--- src/rtl/ws2812_bit_serializer.sv ---
// ws2812_bit_serializer
//   Takes 8-bit RGB332 pixel writes from the string controller and drives a
//   single-wire WS2812-style LED string. A small FIFO sits between the pixel
//   source and the line timing. Each colour is expanded to 24-bit GRB and sent
//   MSB first. Every bit starts high: the high time is short for a '0' and long
//   for a '1'. A frame ends with a long low latch period.
//
// Ports
//   wb_clk_i    : clock
//   wb_rst_i    : asynchronous active-high reset
//   pix_valid   : colour write request
//   pix_color   : RGB332 colour, R=[7:5] G=[4:2] B=[1:0]
//   pix_last    : marks the final pixel of a frame
//   pix_ready   : FIFO can accept an entry (not full)
//   sout        : serial LED line, registered
//   busy        : FSM not idle, or FIFO holds entries
//   frame_done  : one-cycle pulse at the end of the latch period
//   underrun    : one-cycle pulse when a mid-frame pixel boundary finds the FIFO empty
module ws2812_bit_serializer #(
  parameter int TBIT   = 50,
  parameter int T0H    = 16,
  parameter int T1H    = 32,
  parameter int TRESET = 2000,
  parameter int FASIZE = 2
) (
  input  logic       wb_clk_i,
  input  logic       wb_rst_i,
  input  logic       pix_valid,
  input  logic [7:0] pix_color,
  input  logic       pix_last,
  output logic       pix_ready,
  output logic       sout,
  output logic       busy,
  output logic       frame_done,
  output logic       underrun
);

  localparam int DEPTH = 2 ** FASIZE;
  localparam int CYC_W = $clog2(TBIT);
  localparam int LAT_W = $clog2(TRESET + 1);

  localparam logic [CYC_W-1:0]  CYC_LAST  = CYC_W'(TBIT - 1);
  localparam logic [CYC_W-1:0]  CYC_ONE   = CYC_W'(1);
  localparam logic [CYC_W-1:0]  HIGH_ONE  = CYC_W'(T1H);
  localparam logic [CYC_W-1:0]  HIGH_ZERO = CYC_W'(T0H);
  localparam logic [LAT_W-1:0]  LAT_LAST  = LAT_W'(TRESET - 1);
  localparam logic [LAT_W-1:0]  LAT_ONE   = LAT_W'(1);
  localparam logic [FASIZE:0]   PTR_ONE   = (FASIZE + 1)'(1);

  typedef enum logic [1:0] {
    ST_IDLE  = 2'd0,
    ST_BIT   = 2'd1,
    ST_LATCH = 2'd2
  } state_t;

  // RGB332 -> GRB888: replicate each field's bits so full-scale maps to 0xFF.
  function automatic logic [23:0] expand_rgb332(input logic [7:0] c);
    logic [7:0] r8;
    logic [7:0] g8;
    logic [7:0] b8;
    r8 = {c[7:5], c[7:5], c[7:6]};
    g8 = {c[4:2], c[4:2], c[4:3]};
    b8 = {c[1:0], c[1:0], c[1:0], c[1:0]};
    return {g8, r8, b8};
  endfunction

  // FIFO storage; pointers carry one extra wrap bit to tell full from empty.
  logic [8:0]        fifo_mem_q [DEPTH];
  logic [FASIZE:0]   wr_ptr_q;
  logic [FASIZE:0]   rd_ptr_q;

  // Serializer state
  state_t            state_q;
  logic [23:0]       shift_q;
  logic              last_q;
  logic [4:0]        bit_cnt_q;
  logic [CYC_W-1:0]  cyc_q;
  logic [LAT_W-1:0]  lat_q;
  logic              sout_q;
  logic              frame_done_q;
  logic              underrun_q;

  logic              fifo_empty_s;
  logic              fifo_full_s;
  logic              push_s;
  logic              pop_s;
  logic [8:0]        head_s;
  logic              word_end_s;
  logic              high_s;

  // FIFO status, pop decision and the high/low phase of the current bit.
  always_comb begin
    fifo_empty_s = (wr_ptr_q == rd_ptr_q);
    fifo_full_s  = (wr_ptr_q[FASIZE] != rd_ptr_q[FASIZE]) &&
                   (wr_ptr_q[FASIZE-1:0] == rd_ptr_q[FASIZE-1:0]);
    head_s       = fifo_mem_q[rd_ptr_q[FASIZE-1:0]];
    push_s       = pix_valid && !fifo_full_s;
    word_end_s   = (state_q == ST_BIT) && (cyc_q == CYC_LAST) && (bit_cnt_q == 5'd0);
    pop_s        = 1'b0;
    if (fifo_empty_s) begin
      pop_s = 1'b0;
    end else if (state_q == ST_IDLE) begin
      pop_s = 1'b1;
    end else if (word_end_s && !last_q) begin
      // Reload at the last cycle of the final bit so the next pixel has no gap.
      pop_s = 1'b1;
    end else begin
      pop_s = 1'b0;
    end
    if (shift_q[23]) begin
      high_s = (cyc_q < HIGH_ONE);
    end else begin
      high_s = (cyc_q < HIGH_ZERO);
    end
  end

  assign pix_ready  = !fifo_full_s;
  assign busy       = (state_q != ST_IDLE) || !fifo_empty_s;
  assign sout       = sout_q;
  assign frame_done = frame_done_q;
  assign underrun   = underrun_q;

  // FIFO write/read pointers and storage.
  always_ff @(posedge wb_clk_i or posedge wb_rst_i) begin
    if (wb_rst_i) begin
      wr_ptr_q <= '0;
      rd_ptr_q <= '0;
      for (int i = 0; i < DEPTH; i++) begin
        fifo_mem_q[i] <= 9'd0;
      end
    end else begin
      if (push_s) begin
        fifo_mem_q[wr_ptr_q[FASIZE-1:0]] <= {pix_last, pix_color};
        wr_ptr_q <= wr_ptr_q + PTR_ONE;
      end
      if (pop_s) begin
        rd_ptr_q <= rd_ptr_q + PTR_ONE;
      end
    end
  end

  // Serializer FSM with registered line and status pulses.
  always_ff @(posedge wb_clk_i or posedge wb_rst_i) begin
    if (wb_rst_i) begin
      state_q      <= ST_IDLE;
      shift_q      <= 24'd0;
      last_q       <= 1'b0;
      bit_cnt_q    <= 5'd0;
      cyc_q        <= '0;
      lat_q        <= '0;
      sout_q       <= 1'b0;
      frame_done_q <= 1'b0;
      underrun_q   <= 1'b0;
    end else begin
      // The line follows the state one cycle later, hence the 2-cycle push-to-rise.
      sout_q       <= (state_q == ST_BIT) && high_s;
      frame_done_q <= 1'b0;
      underrun_q   <= 1'b0;
      case (state_q)
        ST_IDLE: begin
          if (!fifo_empty_s) begin
            shift_q   <= expand_rgb332(head_s[7:0]);
            last_q    <= head_s[8];
            bit_cnt_q <= 5'd23;
            cyc_q     <= '0;
            state_q   <= ST_BIT;
          end else begin
            state_q   <= ST_IDLE;
          end
        end
        ST_BIT: begin
          if (cyc_q != CYC_LAST) begin
            cyc_q <= cyc_q + CYC_ONE;
          end else begin
            cyc_q <= '0;
            if (bit_cnt_q != 5'd0) begin
              shift_q   <= {shift_q[22:0], 1'b0};
              bit_cnt_q <= bit_cnt_q - 5'd1;
            end else if (last_q) begin
              lat_q   <= '0;
              state_q <= ST_LATCH;
            end else if (!fifo_empty_s) begin
              shift_q   <= expand_rgb332(head_s[7:0]);
              last_q    <= head_s[8];
              bit_cnt_q <= 5'd23;
            end else begin
              underrun_q <= 1'b1;
              state_q    <= ST_IDLE;
            end
          end
        end
        ST_LATCH: begin
          if (lat_q == LAT_LAST) begin
            lat_q        <= '0;
            frame_done_q <= 1'b1;
            state_q      <= ST_IDLE;
          end else begin
            lat_q <= lat_q + LAT_ONE;
          end
        end
        default: begin
          state_q <= ST_IDLE;
        end
      endcase
    end
  end

endmodule
--- config.mk ---
export PLATFORM = sky130hd
export DESIGN_NAME = ws2812_bit_serializer
export DESIGN_NICKNAME = d
export VERILOG_FILES = /design/src/rtl/ws2812_bit_serializer.sv
export SDC_FILE = /design/constraint.sdc
export NUM_CORES = 1
export LEC_CHECK = 0
export CORE_UTILIZATION = 30
export DETAILED_ROUTE_END_ITERATION = 10
export SLEW_MARGIN = 0
export SYNTH_ARGS = -nofsm -noshare
export SYNTH_HDL_FRONTEND = slang
export SYNTH_SLANG_ARGS = --single-unit
--- constraint.sdc ---
create_clock -name wb_clk_i -period 7.75 [get_ports wb_clk_i]
set_input_delay 0.775 -clock wb_clk_i [delete_from_list [all_inputs] [get_ports wb_clk_i]]
set_output_delay 0.775 -clock wb_clk_i [all_outputs]
set_load 0.02 [all_outputs]
# Yosys cells after proc, flatten, opt, wreduce, memory -nomap -nowiden
# Cells that the tools add are included.
# classes
addsub,5
mul,0
div_mod_pow,0
n_lt_le_gt_ge,5
eq_ne,15
n_shift,0
muxes,48
n_bitwise,2
reduce_logical,22
# ops
op,n
24-bit 2-to-1 mux,4
24-bit case mux with 2 select lines,1
11-bit 2-to-1 mux,4
36-bit bitwise mux,1
9-bit 2-to-1 mux,3
11-bit case mux with 2 select lines,1
5-bit 2-to-1 mux,4
9-bit binary-select mux with 2-bit select,1
9-bit demux with 2-bit select,1
1-bit 2-to-1 mux,17
6-bit 2-to-1 mux,2
6-bit case mux with 2 select lines,1
4-bit AND reduction,3
11-bit by 1-bit adder with 11-bit output (second input constant),1
11-bit == test (second input constant),1
2-bit 2-to-1 mux,5
2-bit inequality test (second input constant),5
5-bit case mux with 2 select lines,1
1-bit logical AND,7
3-bit by 1-bit adder with 3-bit output (second input constant),2
6-bit by 1-bit adder with 6-bit output (second input constant),1
6-bit == test (second input constant),1
3-bit greater-or-equal comparator (second input constant),2
6-bit by 5-bit less-than comparator with 1-bit output (second input constant),1
other kinds (22),27
# word_totals
register_bits,94
latchBits,0
ram_bits,0
rom_bits,0
inputBits,12
out_inout_bits,5
wordCells,112
n_memories,0

# Longest topological paths before layout
# Gate-level depths: netlist of the first run.
# depth
word_depth,9
ltp_mapped,8
depth_no_buf,7

# Worst setup path after synthesis of the first run
# OpenSTA, ideal clock, no wires.
# synth_path
path_type,register to register
start,reg bit_cnt_q[0]
end,reg lat_q[7]
setup_time_ps,121
t_arrival_ps,1934
required_time_ps,7629
path_slack_ps,5695
stages_incl_launch_ff,7
path_cell_list,dfrtp_1 inv_1 ha_1 or4b_4 o41ai_4 o21ai_0 a22o_1
# synth_between
elab_chain_cells,3
# synth_rtl
element,line,source
"start, declared",76,logic [4:0] bit_cnt_q;
"start signal, assigned",178,bit_cnt_q <= bit_cnt_q - 5'd1;
5-bit nonzero test,176,if (bit_cnt_q != 5'd0) begin
2-bit inequality test (no line),n/a,
4-bit AND reduction (no line),n/a,
"end signal, assigned",198,lat_q <= lat_q + LAT_ONE;
"end, declared",78,logic [LAT_W-1:0] lat_q;
# Every way passes these cells.
# A chain may end at the register's enable or synchronous reset.

# Final worst setup path of the first run
# layout_path
start,reg rd_ptr_q[0]
end,out busy
# layout_between
elab_chain_cells,3
# layout_rtl
element,line,source
"start, declared",70,logic [FASIZE:0] rd_ptr_q;
"start signal, assigned",137,rd_ptr_q <= rd_ptr_q + PTR_ONE;
3-bit == test,93,fifo_empty_s = (wr_ptr_q == rd_ptr_q);
1-bit zero test,n/a,
1-bit logical OR,118,assign busy = (state_q != ST_IDLE) || !fifo_empty_s;
"end, declared",33,"output logic busy,"
# Every way passes these cells.

==> metrics.md, run 1 <==
| Metric | Value |
|---|---|
| Area contributors post-synth | dfrtp_1 55%, mux2_2 9.7%, mux4_2 4.7%, a21oi_1 4.3%, nand2_1 3.8% |
| Final Hold Viols | 0 |
| Worst-Margin Slew | 1.010 ns |
| H-tree Lvls | 3 |
| Boundary Pins | 17 |
| GPL Wtd Cong | 0.7705 |
| CP Launch Type | flip-flop |
| Post-synth ARST share | 100.0% |
| Critical Path End | busy |
| CTS root buf | clkbuf_16 |
| Die height | 121.7 um |
| R2R setup slack | 5.08 ns |
| Setup TNS Final | 0 ns |
| FF-to-FF path depth | 7 |
| Port bufs | 16 |
| Worst Hold Class | flip-flop to flip-flop |
| Syn Std Cell Area | 0.004298 mm^2 |
| RSZ-0062 raised after global routing | false |
| Post-placement cell count | 567 |
| Clock transition at the registers of the reported paths | 0.07 ns |
| Vias | 2888 |
| Syn_nets | 402 |
| Layout Skew | 0.008584 ns |
| GRT overflow | 0 |
| Fin util | 35.53% |
| Setup crit end kind | output port |
| Design Area, Final | 0.004951 mm^2 |
| Count leader, synth | dfrtp_1 |
| Wirelength per Cell | 14.12 um |
| Post-Route WL | 8230 um |
| DRC violation count after routing | 0 |
| Flop and latch count out of synthesis | 94 |
| Postcts setup bufs | 0 |
| Worst EP arrival | 2.38 ns |
| Leak | 2.179 nW |
| Core box area | 0.01393 mm^2 |
| Die width | 121.7 um |
| Post-cts hold buffer count | 0 |
| Syn Inst Count | 381 |
| Outcome | finished clean |
| PD cells | 274.6 mW/mm^2 |
| Synth top cells by count | 94 x dfrtp_1, 43 x nand2_1, 37 x a21oi_1, 37 x mux2_2, 37 x nor2_1 |
| Setup-failing EPs final | 0 |
| Initial antenna violation count | 0 |
| CTS tree | yes |
| Warnings, synthesis | 0 |
| Fin cells | 583 |
| Tmin final | 3.158 ns |
| Max-slew violations | 0 |
| Layout cells sized above 1 | 17.12% |
| Placement Cell Area | 0.004652 mm^2 |
| VDD IR-drop max | 0.1747 mV |
| Mapped Avg Cell Area | 11.28 um^2 |
| Slew HR | 32.12% |
| Crit Path Max Fanout | 12 |
| Total GRT Usage | 12.28% |
| Synth-to-layout area growth | 15.20% |
| Die ar. | 0.01481 mm^2 |
| Req. time, crit path | 6.97 ns |
| Pre-Repair DR Iteration Count | 5 |
| Share of the synthesized area in the top cell type | 54.73% |
| First-pass GRT wire length | 14170 um |
| Clk_lat worst skew | 0.34 ns |
| Final nets | 419 |
| Number of synthesized flops with an enable pin | 0 |
| Maxcap violations | 0 |
| Vias in the first global route | 2917 |
| Fillers | 1360 |
| Top_reg_cell synth | dfrtp_1 |
| Post-route ant nets | 0 |
| Largest net degree at the start of global routing | 53 |
| Post-CTS sizing | 0 |
| Via density | 4.954 |
| Power, Total | 0.001360 W |
| Clock buffer depth | 2 |
| Crit Reg-Reg Startpoint | bit_cnt_q[0]$_DFFE_PP0P_ |
| Initial Utilization | 30.84% |
| Final HPWL DP | 5496 um |
| Cell variety after synth | 45 |
| Num rows | 43 |
| # diodes | 0 |
| Post-route clock period utilization | 40.74% |
| FF-to-FF End | shift_q[7]$_DFFE_PP0P_ |
| F_max | 316.7 MHz |
| Cell type with the largest total area after synthesis | dfrtp_1 |
| Clock buffer count from CTS | 9 |
| Num Clock Sinks | 94 |
| Sequential fraction of the synthesis area | 54.73% |
| First DRT Iteration DRCs | 124 |
| Critical path startpoint | rd_ptr_q[0]$_DFFE_PP0P_ |
| Crit Path Class | flip-flop to output port |
-- cells in the final DEF, fill, tap and decap left out, types with 2 or more instances in the layout --
cell type	netlist	final
a21oi_1	37	37
a31oi_1	3	3
clkbuf_16	0	9
clkdlybuf4s50_1	0	16
clkinv_2	0	3
dfrtp_1	94	94
ha_1	9	9
inv_1	14	13
mux2_2	37	37
mux2i_1	2	2
mux4_2	9	9
nand2_1	43	43
nand2b_1	2	2
nand3_1	7	7
nand3b_1	2	2
nand4_1	4	4
nand4b_1	2	2
nor2_1	37	37
nor2b_1	2	2
nor3_1	6	6
nor4_1	3	2
nor4b_1	2	2
o21ai_0	20	20
o31ai_1	2	2
o41ai_1	2	2
or3_1	2	2
xnor2_1	6	6
xor2_1	6	6
-- power breakdown --
group / switching, W / internal (W) / leakage [nW]
Sequential: 0.0000539 / 0.000596 / 1.19
Clock: 0.000187 / 0.000259 / 0.146
Combinational: 0.000105 / 0.000159 / 0.842
Total: 0.000346 / 0.00101 / 2.18
-- worst min-delay path by stage --
stage | from | to | slack [ns] | cells after the start
2_1_floorplan | cyc_q[5]$_DFFE_PP0P_ | sout$_DFF_PP0_ | 0.45 | 1
3_3_place_gp | rd_ptr_q[2]$_DFFE_PP0P_ | rd_ptr_q[2]$_DFFE_PP0P_ | 0.48 | 1
3_5_place_dp | wr_ptr_q[2]$_DFFE_PP0P_ | wr_ptr_q[2]$_DFFE_PP0P_ | 0.49 | 1
4_1_cts | rd_ptr_q[2]$_DFFE_PP0P_ | rd_ptr_q[2]$_DFFE_PP0P_ | 0.50 | 1
5_1_grt | wr_ptr_q[2]$_DFFE_PP0P_ | wr_ptr_q[2]$_DFFE_PP0P_ | 0.52 | 1
6_report | rd_ptr_q[2]$_DFFE_PP0P_ | rd_ptr_q[2]$_DFFE_PP0P_ | 0.49 | 1
-- cell type report --
| class | count | area [um^2] | area share, % |
|---|---|---|---|
| clock buffer | 11 | 242.7 | 4.903 |
| inverter | 14 | 53.80 | 1.087 |
| clock inverter | 5 | 56.30 | 1.137 |
| multi-input combinational | 262 | 1853 | 37.43 |
| sequential | 94 | 2352 | 47.51 |
| timing repair buffer | 17 | 167.7 | 3.386 |
| tap | 180 | 225.2 | 4.549 |
-- worst max-delay path, cell delays in order (launching register included) --
cell             delay (ns)
dfrtp_1                0.76
xnor2_1                0.24
nand3_1                0.16
or3_1                  0.33
clkdlybuf4s50_1        0.55
-- registers in the layout, indices dropped and copies added, names as in the netlist --
signal	cells
wr_ptr_q	3
sout	1
bit_cnt_q	5
state_q	2
last_q	1
frame_done	1
lat_q	11
fifo_mem_q	36
shift_q	24
rd_ptr_q	3
underrun	1
cyc_q	6
-- per-stage QoR --
step / setup WS (ns) / hold WS (ns)
2_1_floorplan: 4.526 / 0.4492
3_3_place_gp: 4.941 / 0.4762
3_5_place_dp: 4.932 / 0.4866
4_1_cts: 4.551 / 0.5001
5_1_grt: 4.410 / 0.5155
6_report: 4.592 / 0.4928
-- metal layers --
metal / global-route usage, % / share of wire, % / up-vias
met4: 4.321 / 1.2 / 0
met5: 0 / 0 / -
met1: 15.81 / 48 / 1464
met2: 20.21 / 49 / 29
li1: - / - / 1385
met3: 2.856 / 2.4 / 10
-- cells by family (layout without fill, tap and decap cells) --
group | after synthesis | count (layout) | synth area share, %
flip-flops | 94 | 94 | 54.73
XOR/XNOR | 12 | 12 | 2.445
AND/OR/NAND/NOR | 117 | 117 | 12.49
multiplexers | 48 | 48 | 14.88
adder cells (fa/ha/maj) | 9 | 9 | 2.620
buffers and inverters | 25 | 47 | 2.300
AO/OA/AOI/OAI | 76 | 76 | 10.54
Power figures use the tool's default switching activity.
==> run 2: changes to the inputs <==
==> constraint.sdc (replaced) <==
create_clock -name wb_clk_i -period 2.8 [get_ports wb_clk_i]
set_input_delay 0.28 -clock wb_clk_i [delete_from_list [all_inputs] [get_ports wb_clk_i]]
set_output_delay 0.28 -clock wb_clk_i [all_outputs]
set_load 0.02 [all_outputs]
==> run 2 against run 1 <==
  * Critical path depth is 3 higher
  * Worst setup slack lost 4.2 ns
  * Combinational power rose to 2.8 times the previous value
  * Non-clock buffer count grew 8
  * Sequential power increased to 2.8 times the previous value
  * Via count is 0.73% higher
  * Clock power grew to 2.7 times the previous value
  * Power grew to 2.7 times the previous value
  * Design area increased by 1.1%
  * Final cell count rose by 1.4%
  * Sequential share of layout area down 0.50 points
  * Critical path type is now flip-flop to flip-flop
  * Critical endpoint is now shift_q[1]$_DFFE_PP0P_
==> metrics.md, run 2 (synthesis gave the netlist of run 1 again) <==
| Metric | Value |
|---|---|
| Outcome | finished clean (unchanged) |
| Setup-failing EPs final | 0 (unchanged) |
| Die width | 121.7 um (unchanged) |
| H-tree Lvls | 3 (unchanged) |
| Wirelength per Cell | 13.96 um (was 14.12 um) |
| Layout Skew | 0.009046 ns (was 0.008584 ns) |
| FF-to-FF End | shift_q[1]$_DFFE_PP0P_ (was shift_q[7]$_DFFE_PP0P_) |
| Final Hold Viols | 0 (unchanged) |
| GPL Wtd Cong | 0.7760 (was 0.7705) |
| Die ar. | 0.01481 mm^2 (unchanged) |
| Max reg flops | 36 (unchanged) |
| GRT overflow | 0 (unchanged) |
| Biggest regs | fifo_mem_q (36), shift_q (24), lat_q (11) (unchanged) |
| Post-Route WL | 8249 um (was 8230 um) |
| Initial Utilization | 30.84% (unchanged) |
| Slowest cell on crit path | nor4b_1 (was dfrtp_1) |
| Post-cts hold buffer count | 0 (unchanged) |
| DRC violation count after routing | 0 (unchanged) |
| CTS tree | yes (unchanged) |
| Postcts setup bufs | 0 (unchanged) |
| VDD IR-drop max | 0.4827 mV (was 0.1747 mV) |
| Top Family by Delay on Critical Path | compound AO/OA/AOI/OAI gates (was flip-flops) |
| Die height | 121.7 um (unchanged) |
| Clock transition at the registers of the reported paths | 0.07 ns (about the same) |
| Fillers | 1344 (was 1360) |
| Port bufs | 16 (unchanged) |
| Worst Hold Class | input pin to async pin (was flip-flop to flip-flop) |
| Num rows | 43 (unchanged) |
| Post-route clock period utilization | 87.49% |
| Boundary Pins | 17 (unchanged) |
| Vias | 2909 (was 2888) |
| Final HPWL DP | 5712 um (was 5496 um) |
| CP most frequent cell | a21oi_1 |
| Post-CTS sizing | 0 (unchanged) |
| CP Launch Type | flip-flop (unchanged) |
| Critical Path End | shift_q[1]$_DFFE_PP0P_ (was busy) |
| Critical Path Stages | 7 (was 4) |
| Post-route ant nets | 0 (unchanged) |
| Slew HR | 53.72% (was 32.12%) |
| Total GRT Usage | 12.29% (was 12.28%) |
| Num Clock Sinks | 94 (unchanged) |
| Clock buffer depth | 2 (unchanged) |
| Req. time, crit path | 3.02 ns (was 6.97 ns) |
| Leak | 2.206 nW (was 2.179 nW) |
| First DRT Iteration DRCs | 182 (was 124) |
| Clk_lat worst skew | 0.34 ns (about the same) |
| Biggest register | fifo_mem_q (unchanged) |
| Critical path startpoint | bit_cnt_q[0]$_DFFE_PP0P_ (was rd_ptr_q[0]$_DFFE_PP0P_) |
| # diodes | 0 (unchanged) |
| Fin util | 35.91% (was 35.53%) |
| Worst-Margin Slew | 0.6870 ns (was 1.010 ns) |
| Tmin final | 2.450 ns |
| Maxcap violations | 0 (unchanged) |
| First-pass GRT wire length | 14090 um (was 14170 um) |
| Clock buffer count from CTS | 9 (unchanged) |
| PD cells | 745.7 mW/mm^2 (was 274.6 mW/mm^2) |
| Layout cells sized above 1 | 18.49% (was 17.12%) |
| Crit Path Class | flip-flop to flip-flop (was flip-flop to output port) |
| Setup crit end kind | flip-flop (was output port) |
| Via density | 4.922 (was 4.954) |
| Max-slew violations | 0 (unchanged) |
| Commonest cells after routing, fill and taps aside | 94 x dfrtp_1, 43 x nand2_1, 37 x nor2_1, 37 x a21oi_1, 37 x mux2_2 (unchanged) |
| Core box area | 0.01393 mm^2 (unchanged) |
| Final nets | 427 (was 419) |
| Worst path cell trace | inv_1 -> ha_1 -> nor4b_1 -> a211oi_1 -> o21a_1 -> a21oi_1 -> a21oi_1 (was xnor2_1 -> nand3_1 -> or3_1 -> clkdlybuf4s50_1) |
| R2R setup slack | 0.35 ns (was 5.08 ns) |
| RSZ-0062 raised after global routing | false (unchanged) |
| Worst EP arrival | 2.67 ns (was 2.38 ns) |
| Final worst slack | 0.3504 ns (was 4.592 ns) |
| Largest net degree at the start of global routing | 42 (was 53) |
| Pre-Repair DR Iteration Count | 4 (was 5) |
| Setup TNS Final | 0 ns (unchanged) |
| Crit Path Max Fanout | 12 (unchanged) |
| Vias in the first global route | 2878 (was 2917) |
| Crit Reg-Reg Startpoint | bit_cnt_q[0]$_DFFE_PP0P_ (unchanged) |
| Buf+Inv Stages, Crit Path | 1 (unchanged) |
| Pre-CTS setup slack | 0.4561 ns (was 4.932 ns) |
| CTS root buf | clkbuf_16 (unchanged) |
| Initial antenna violation count | 0 (unchanged) |
| Slowest stage delay, CP | 0.53 ns (was 0.76 ns) |
| FF-to-FF path depth | 7 (unchanged) |
| F_max | 408.2 MHz |
| Most common cell after layout, fill and taps aside | dfrtp_1 (unchanged) |
| Synth-to-layout area growth | 16.42% (was 15.20%) |
## run 2: cell count changes in the layout (fill, tap and decap cells not counted)
cell / change
buf_4: +8
clkbuf_1: +1
clkbuf_8: -1
clkinv_2: -1
clkinvlp_4: +1
## run 2: per-layer routing
metal  track usage (%)  wire, um
met5                 0         0
met2             19.89      3970
met1             15.87      3834
met3             2.762       310
met4             5.015       132
## run 2: report_power, final
group	leakage [nW]	switching, W	internal, W	total (W)
Sequential	1.19	0.000142	0.00165	0.00179
Combinational	0.880	0.000295	0.000450	0.000745
Clock	0.136	0.000501	0.000694	0.00119
## run 2: how the worst min path moves through the flow
stage	start	cells after the start	end
3_5_place_dp	wr_ptr_q[2]$_DFFE_PP0P_	1	wr_ptr_q[2]$_DFFE_PP0P_
5_1_grt	wb_rst_i	2	state_q[0]$_DFFE_PP0P_
4_1_cts	wb_rst_i	2	shift_q[22]$_DFFE_PP0P_
6_report	wb_rst_i	2	cyc_q[0]$_DFFE_PP0P_
3_3_place_gp	wr_ptr_q[2]$_DFFE_PP0P_	1	wr_ptr_q[2]$_DFFE_PP0P_
2_1_floorplan	pix_color[1]	1	fifo_mem_q[10]$_DFFE_PP0P_
## run 2: area by class of cell
class | count | area (um^2) | area share [%]
Clock inverter | 5 | 58.81 | 1.175
Inverter | 14 | 53.80 | 1.075
Tap cell | 180 | 225.2 | 4.501
Timing Repair Buffer | 25 | 227.7 | 4.551
Clock buffer | 11 | 232.7 | 4.651
Sequential cell | 94 | 2352 | 47.01
Multi-Input combinational cell | 262 | 1853 | 37.03
## run 2: per-stage QoR
step	hold WS (ns)	cells	area [um^2]	power, W
floorplan	0.4306	381	4298	0.002369
global placement	0.4809	575	4712	0.002526
detailed placement	0.4831	575	4712	0.002577
CTS	0.3749	591	5004	0.003785
global route	0.4343	591	5004	0.003931
finish	0.3501	591	5004	0.003731
==> run 3: changes to the inputs <==
--- a/config.mk
+++ b/config.mk
@@ -5,6 +5,7 @@
 export SDC_FILE = /design/constraint.sdc
 export NUM_CORES = 1
 export LEC_CHECK = 0
+export ABC_AREA = 1
 export CORE_UTILIZATION = 30
 export DETAILED_ROUTE_END_ITERATION = 10
 export SLEW_MARGIN = 0
==> run 3 against run 2 <==
  * Power is 0.65% higher
  * Sequential power about the same
  * Synthesized area is 11% higher
  * Clock skew shrank 0.0050 ns
  * Synthesized cell count grew 56%
  * Worst hold slack worse by 0.0069 ns
  * Register-to-register slack gained 0.53 ns
  * Sequential share of layout area down 3.6 points
  * Final cell count grew 40%
  * Largest cell class unchanged
  * Design area grew 8.4%
  * Wire length up 21%
  * Core utilization fell by 0.51 points
==> metrics.md, run 3 <==
| Metric | Value |
|---|---|
| Max reg flops | 36 (unchanged) |
| Worst Hold Class | input pin to async pin (unchanged) |
| Post-synth ARST share | 100.0% (unchanged) |
| Clock buffer depth | 2 (unchanged) |
| Layout cells sized above 1 | 7.642% (was 18.49%) |
| Final nets | 632 (was 427) |
| Post-CTS sizing | 0 (unchanged) |
| Postcts setup bufs | 0 (unchanged) |
| CP most frequent cell | nand2_1 (was a21oi_1) |
| Share of the synthesized area in the top cell type | 49.51% (was 54.73%) |
| Biggest regs | fifo_mem_q (36), shift_q (24), lat_q (11) (unchanged) |
| PD cells | 692.8 mW/mm^2 (was 745.7 mW/mm^2) |
| Slowest stage delay, CP | 0.58 ns (was 0.53 ns) |
| Wirelength per Cell | 12.10 um (was 13.96 um) |
| Crit Path Max Fanout | 12 (unchanged) |
| Cell type with the largest total area after synthesis | dfrtp_1 (unchanged) |
| Max-slew violations | 0 (unchanged) |
| Synth top cells by count | 170 x nand2_1, 94 x dfrtp_1, 63 x o21ai_0 (was 94 x dfrtp_1, 43 x nand2_1, 37 x a21oi_1, 37 x mux2_2, 37 x nor2_1) |
| Commonest cells after routing, fill and taps aside | 170 x nand2_1, 94 x dfrtp_1, 63 x o21ai_0, 60 x inv_1, 60 x nand3_1 (was 94 x dfrtp_1, 43 x nand2_1, 37 x nor2_1, 37 x a21oi_1, 37 x mux2_2) |
| Post-route clock period utilization | 82.56% (was 87.49%) |
| Area contributors post-synth | dfrtp_1 50%, nand2_1 13%, o21ai_0 6.6%, nand3_1 6.3%, inv_1 4.8% (was dfrtp_1 55%, mux2_2 9.7%, mux4_2 4.7%, a21oi_1 4.3%, nand2_1 3.8%) |
| GRT overflow | 0 (unchanged) |
| CTS root buf | clkbuf_16 (unchanged) |
| Cell variety after synth | 32 (was 45) |
| Top Family by Delay on Critical Path | buffers and inverters (was compound AO/OA/AOI/OAI gates) |
| Num Clock Sinks | 94 (unchanged) |
| DRC violation count after routing | 0 (unchanged) |
| Worst-Margin Slew | 0.5887 ns (was 0.6870 ns) |
| Syn Inst Count | 595 (was 381) |
| Pre-Repair DR Iteration Count | 4 (unchanged) |
| Core box area | 0.01531 mm^2 (was 0.01393 mm^2) |
| Warnings, synthesis | 0 (unchanged) |
| Clock buffer count from CTS | 9 (unchanged) |
| First-pass GRT wire length | 17640 um (was 14090 um) |
| Die width | 127.8 um (was 121.7 um) |
| Biggest register | fifo_mem_q (unchanged) |
| F_max | 432.6 MHz (was 408.2 MHz) |
| Post-Route WL | 9992 um (was 8249 um) |
| Port bufs | 16 (unchanged) |
| Vias in the first global route | 3541 (was 2878) |
| Layout Skew | 0.004031 ns (was 0.009046 ns) |
| Post-placement cell count | 811 (was 575) |
| Worst path cell trace | buf_4 -> nand2_1 -> nand2_1 -> nor2_2 -> nand3_1 -> clkdlybuf4s50_1 (was inv_1 -> ha_1 -> nor4b_1 -> a211oi_1 -> o21a_1 -> a21oi_1 -> a21oi_1) |
| CP Launch Type | flip-flop (unchanged) |
| Num rows | 45 (was 43) |
| Initial antenna violation count | 0 (unchanged) |
| CTS tree | yes (unchanged) |
| H-tree Lvls | 3 (unchanged) |
| Final worst slack | 0.4883 ns (was 0.3504 ns) |
| RSZ-0062 raised after global routing | false (unchanged) |
| Final HPWL DP | 6777 um (was 5712 um) |
| Post-cts hold buffer count | 0 (unchanged) |
| Fin cells | 826 (was 591) |
| Via density | 4.455 (was 4.922) |
| Tmin final | 2.312 ns (was 2.450 ns) |
| Synth-to-layout area growth | 14.12% (was 16.42%) |
| Slew HR | 60.75% (was 53.72%) |
| Final Hold Viols | 0 (unchanged) |
| Outcome | finished clean (unchanged) |
| Leak | 2.608 nW (was 2.206 nW) |
| GPL Wtd Cong | 0.7816 (was 0.7760) |
| Slowest cell on crit path | clkdlybuf4s50_1 (was nor4b_1) |
| Buf+Inv Stages, Crit Path | 2 (was 1) |
| Initial Utilization | 31.02% (was 30.84%) |
| Register area | 0.002352 mm^2 (unchanged) |
| Syn Std Cell Area | 0.004751 mm^2 (was 0.004298 mm^2) |
| Post-route ant nets | 0 (unchanged) |
| Setup-failing EPs final | 0 (unchanged) |
| Pre-CTS setup slack | 0.8617 ns (was 0.4561 ns) |
| Number of synthesized flops with an enable pin | 0 (unchanged) |
| Flop and latch count out of synthesis | 94 (unchanged) |
| Largest net degree at the start of global routing | 52 (was 42) |
| Worst EP arrival | 2.03 ns (was 2.67 ns) |
| Mapped Avg Cell Area | 7.985 um^2 (was 11.28 um^2) |
| Maxcap violations | 0 (unchanged) |
| Setup crit end kind | output port (was flip-flop) |
| Vias | 3680 (was 2909) |
| First DRT Iteration DRCs | 249 (was 182) |
| Top_reg_cell synth | dfrtp_1 (unchanged) |
| Count leader, synth | nand2_1 (was dfrtp_1) |
| Fillers | 1620 (was 1344) |
| Total GRT Usage | 13.69% (was 12.29%) |
| Sequential fraction of the synthesis area | 49.51% (was 54.73%) |
| Fin util | 35.40% (was 35.91%) |
| # diodes | 0 (unchanged) |
| Die ar. | 0.01634 mm^2 (was 0.01481 mm^2) |
| Clk_lat worst skew | 0.35 ns (was 0.34 ns) |
| Boundary Pins | 17 (unchanged) |
| Area occupied by multi-input gates | 0.002039 mm^2 (was 0.001853 mm^2) |
| Crit Path Class | flip-flop to output port (was flip-flop to flip-flop) |
| Clock transition at the registers of the reported paths | 0.06 ns (was 0.07 ns) |
| Syn_nets | 616 (was 402) |
| VDD IR-drop max | 0.3003 mV (was 0.4827 mV) |
| Die height | 127.8 um (was 121.7 um) |
| Req. time, crit path | 2.52 ns (was 3.02 ns) |
| Setup TNS Final | 0 ns (unchanged) |
| Most common cell after layout, fill and taps aside | nand2_1 (was dfrtp_1) |
==> run 3: changes by cell type after synthesis, moves of 6 or more <==
cell,previous run,this run
a21oi_1,37,7
inv_1,14,61
mux2_2,37,0
mux4_2,9,0
nand2_1,43,170
nand2_2,0,6
nand3_1,7,60
nand3_2,0,6
nand4_1,4,15
nor2_1,37,56
o21ai_0,20,63
==> run 3: path summary, 6_finish.rpt <==
kind	start	endpoint	slack, ns	depth (start not counted)
min in group wb_clk_i	fifo_mem_q[5]$_DFFE_PP0P_	fifo_mem_q[5]$_DFFE_PP0P_	0.48	2
setup / recovery	rd_ptr_q[1]$_DFFE_PP0P_	busy	0.49	6
hold / removal	wb_rst_i	lat_q[5]$_DFFE_PP0P_	0.34	2
hold reg to reg	fifo_mem_q[5]$_DFFE_PP0P_	fifo_mem_q[5]$_DFFE_PP0P_	0.48	2
setup reg to reg	bit_cnt_q[0]$_DFFE_PP0P_	bit_cnt_q[1]$_DFFE_PP0P_	0.88	9
max in group asynchronous	wb_rst_i	fifo_mem_q[24]$_DFFE_PP0P_	1.77	3
==> run 3: cells by family after synthesis <==
| family | synth area share, % |
|---|---|
| compound gates | 8.243 |
| buf+inv | 7.559 |
| fa+ha+maj | 2.370 |
| flops | 49.51 |
| xor+xnor | 1.633 |
| simple gates | 30.68 |
==> run 3: through the flow <==
stage / instance area [um^2] / power (W) / hold slack (ns)
finish: 5421 / 0.003756 / 0.3432
CTS: 5421 / 0.003812 / 0.3696
floorplan: 4751 / 0.002317 / 0.4437
global placement: 5116 / 0.002490 / 0.4633
detailed placement: 5116 / 0.002508 / 0.4658
global route: 5421 / 0.004024 / 0.4007
==> run 3: layer usage <==
layer,part of all wire [%],track usage (%),wire length (um),up-vias
met3,3.4,3.756,339,7
met5,0,0,0,-
met1,54,19.58,5352,1689
met2,42,20.14,4186,46
li1,-,-,-,1938
met4,1.1,3.945,114,0
==> run 3: area by class of cell <==
type	count	share of cell area, %
repair buffers	21	3.877
clock buffers	11	4.293
multi-input cells	419	37.62
well taps	211	4.870
clock inverters	4	1.339
flip-flops and latches	94	43.39
inverters	66	4.616
==> run 3: power breakdown <==
| part | switching, W | internal (W) | total [W] | leakage [nW] |
|---|---|---|---|---|
| logic | 0.000426 | 0.000264 | 0.000690 | 1.25 |
| clock network | 0.000505 | 0.000776 | 0.00128 | 0.146 |
| registers | 0.000164 | 0.00162 | 0.00178 | 1.21 |
==> edit: new RTL, flow settings as in run 2 <==
`TBIT`: 50 -> 25.
--- a/src/rtl/ws2812_bit_serializer.sv
+++ b/src/rtl/ws2812_bit_serializer.sv
@@ -17,7 +17,7 @@
 //   frame_done  : one-cycle pulse at the end of the latch period
 //   underrun    : one-cycle pulse when a mid-frame pixel boundary finds the FIFO empty
 module ws2812_bit_serializer #(
-  parameter int TBIT   = 50,
+  parameter int TBIT   = 25,
   parameter int T0H    = 16,
   parameter int T1H    = 32,
   parameter int TRESET = 2000,
Behaviour: not the same (a bounded check fails within 4 cycles, from zero or initial values and one cycle with wb_rst_i high).
==> edit against run 2 <==
Cell area up 4.1%; via count up 3.0%; sequential cell count down 1; non-clock buffer count down 3; die area up 4.9%; routed wire length up 8.0%; count of clock-buffer cells in the layout down 2; synthesized area up 5.0%; worst setup slack worse by 0.16 ns; highest routed layer unchanged.
Power is not compared: it rests on default switching activity, and its combinational part moved more than twofold at a synthesized area within 25%.
==> edit: results (changes against run 2) <==
[placement]
hpwl_um=6140  ; +7.5%
gp_congestion=0.745  ; -4.0%
placed_cell_area_um2=4890  ; +3.8%
place_inst=569  ; -1.0%

[final_layout]
inv_count=13  ; -1
multi_input_area_share=0.396  ; +0.0261
n_all_buffers=22  ; -12%
bufAreaShareNonClock=0.0418  ; -0.00370
filler_cell_count=1417  ; +5.4%
fin_cells=585  ; -1.0%
seq_area_frac=0.447  ; -0.0232
drive_gt1_frac=0.219  ; +0.0345
multiInputCombCellCount=257  ; -1.9%
fin_nets=417  ; -2.3%

[timing]
relSlewSlack=0.426  ; -0.112
finClkSkew_ns=0.00790  ; -0.00114 ns

[worst_setup_path]
critPathMaxFanout=8  ; -4
arrival_ns=2.33  ; -0.34 ns

[synthesis]
synth.distinct_cells=60  ; +33%
netlist_top_cells_count=dfrtp_1, mux2_2, o21ai_0

[outcome]
status=complete, no violations

[grt]
grt_max_degree=39  ; -7.1%
grt.total_usage=0.123  ; about the same
grt_pass1_wl_um=15100  ; +7.4%

[floorplan]
nWellTaps=184  ; +2.2%

[detailed_routing]
routed_wl_um=8910  ; +8.0%
viasPerCell=5.12  ; +4.1%
drtIter0Drc=175  ; -3.8%

## edit: changes by cell type in the layout (fill, tap and decap cells not counted), sizes merged, moves of 4 or more
cell,before,now
a21oi,37,25
a22o,1,5
a31oi,3,13
nand2,43,19
nand3,7,14
nor2,37,29
o21ai,21,30
o2bb2ai,0,6
## edit: metrics by stage
| step | utilization | setup WS (ns) |
|---|---|---|
| detailed placement | 0.335 | 0.569 |
| global route | 0.357 | 0.0955 |
| finish | 0.357 | 0.191 |
| floorplan | - | 0.0997 |
| CTS | 0.357 | 0.178 |
| global placement | 0.335 | 0.627 |
## edit: worst max-delay path: stages, from the launching register on
cell	delay (ns)
dfrtp_1	0.44
xnor2_2	0.44
nand3_1	0.20
or3_1	0.35
clkdlybuf4s50_1	0.55
## edit: path summary, 6_finish.rpt
kind / from / end / slack, ns / depth (start not counted)
min in group wb_clk_i: shift_q[23] / sout / 0.48 / 1
hold / removal: wb_rst_i / wr_ptr_q[0] / 0.33 / 2
setup reg to reg: cyc_q[0] / lat_q[7] / 0.58 / 6
hold reg to reg: shift_q[23] / sout / 0.48 / 1
setup / recovery: wr_ptr_q[0] / busy / 0.19 / 4
max in group asynchronous: wb_rst_i / lat_q[6] / 1.77 / 3
## edit: per-layer routing
layer	wire length (um)	up-vias	GRT usage
met1	4210	1531	0.159
met5	0	-	0
met3	238	8	0.0361
li1	-	1428	-
met4	108	0	0.0432
met2	4350	30	0.195
## edit: kinds of logic (layout without fill, tap and decap cells)
logic type | Yosys count | count (layout) | share of synthesized area
AOI/OAI and AO/OA | 95 | 95 | 0.144
xor gates and xnor gates | 9 | 9 | 0.0225
adders and majority gates | 9 | 9 | 0.0250
buffers and inverters | 26 | 51 | 0.0269
DFF | 93 | 93 | 0.516
muxes | 51 | 51 | 0.149
and+or+nand+nor | 93 | 93 | 0.117
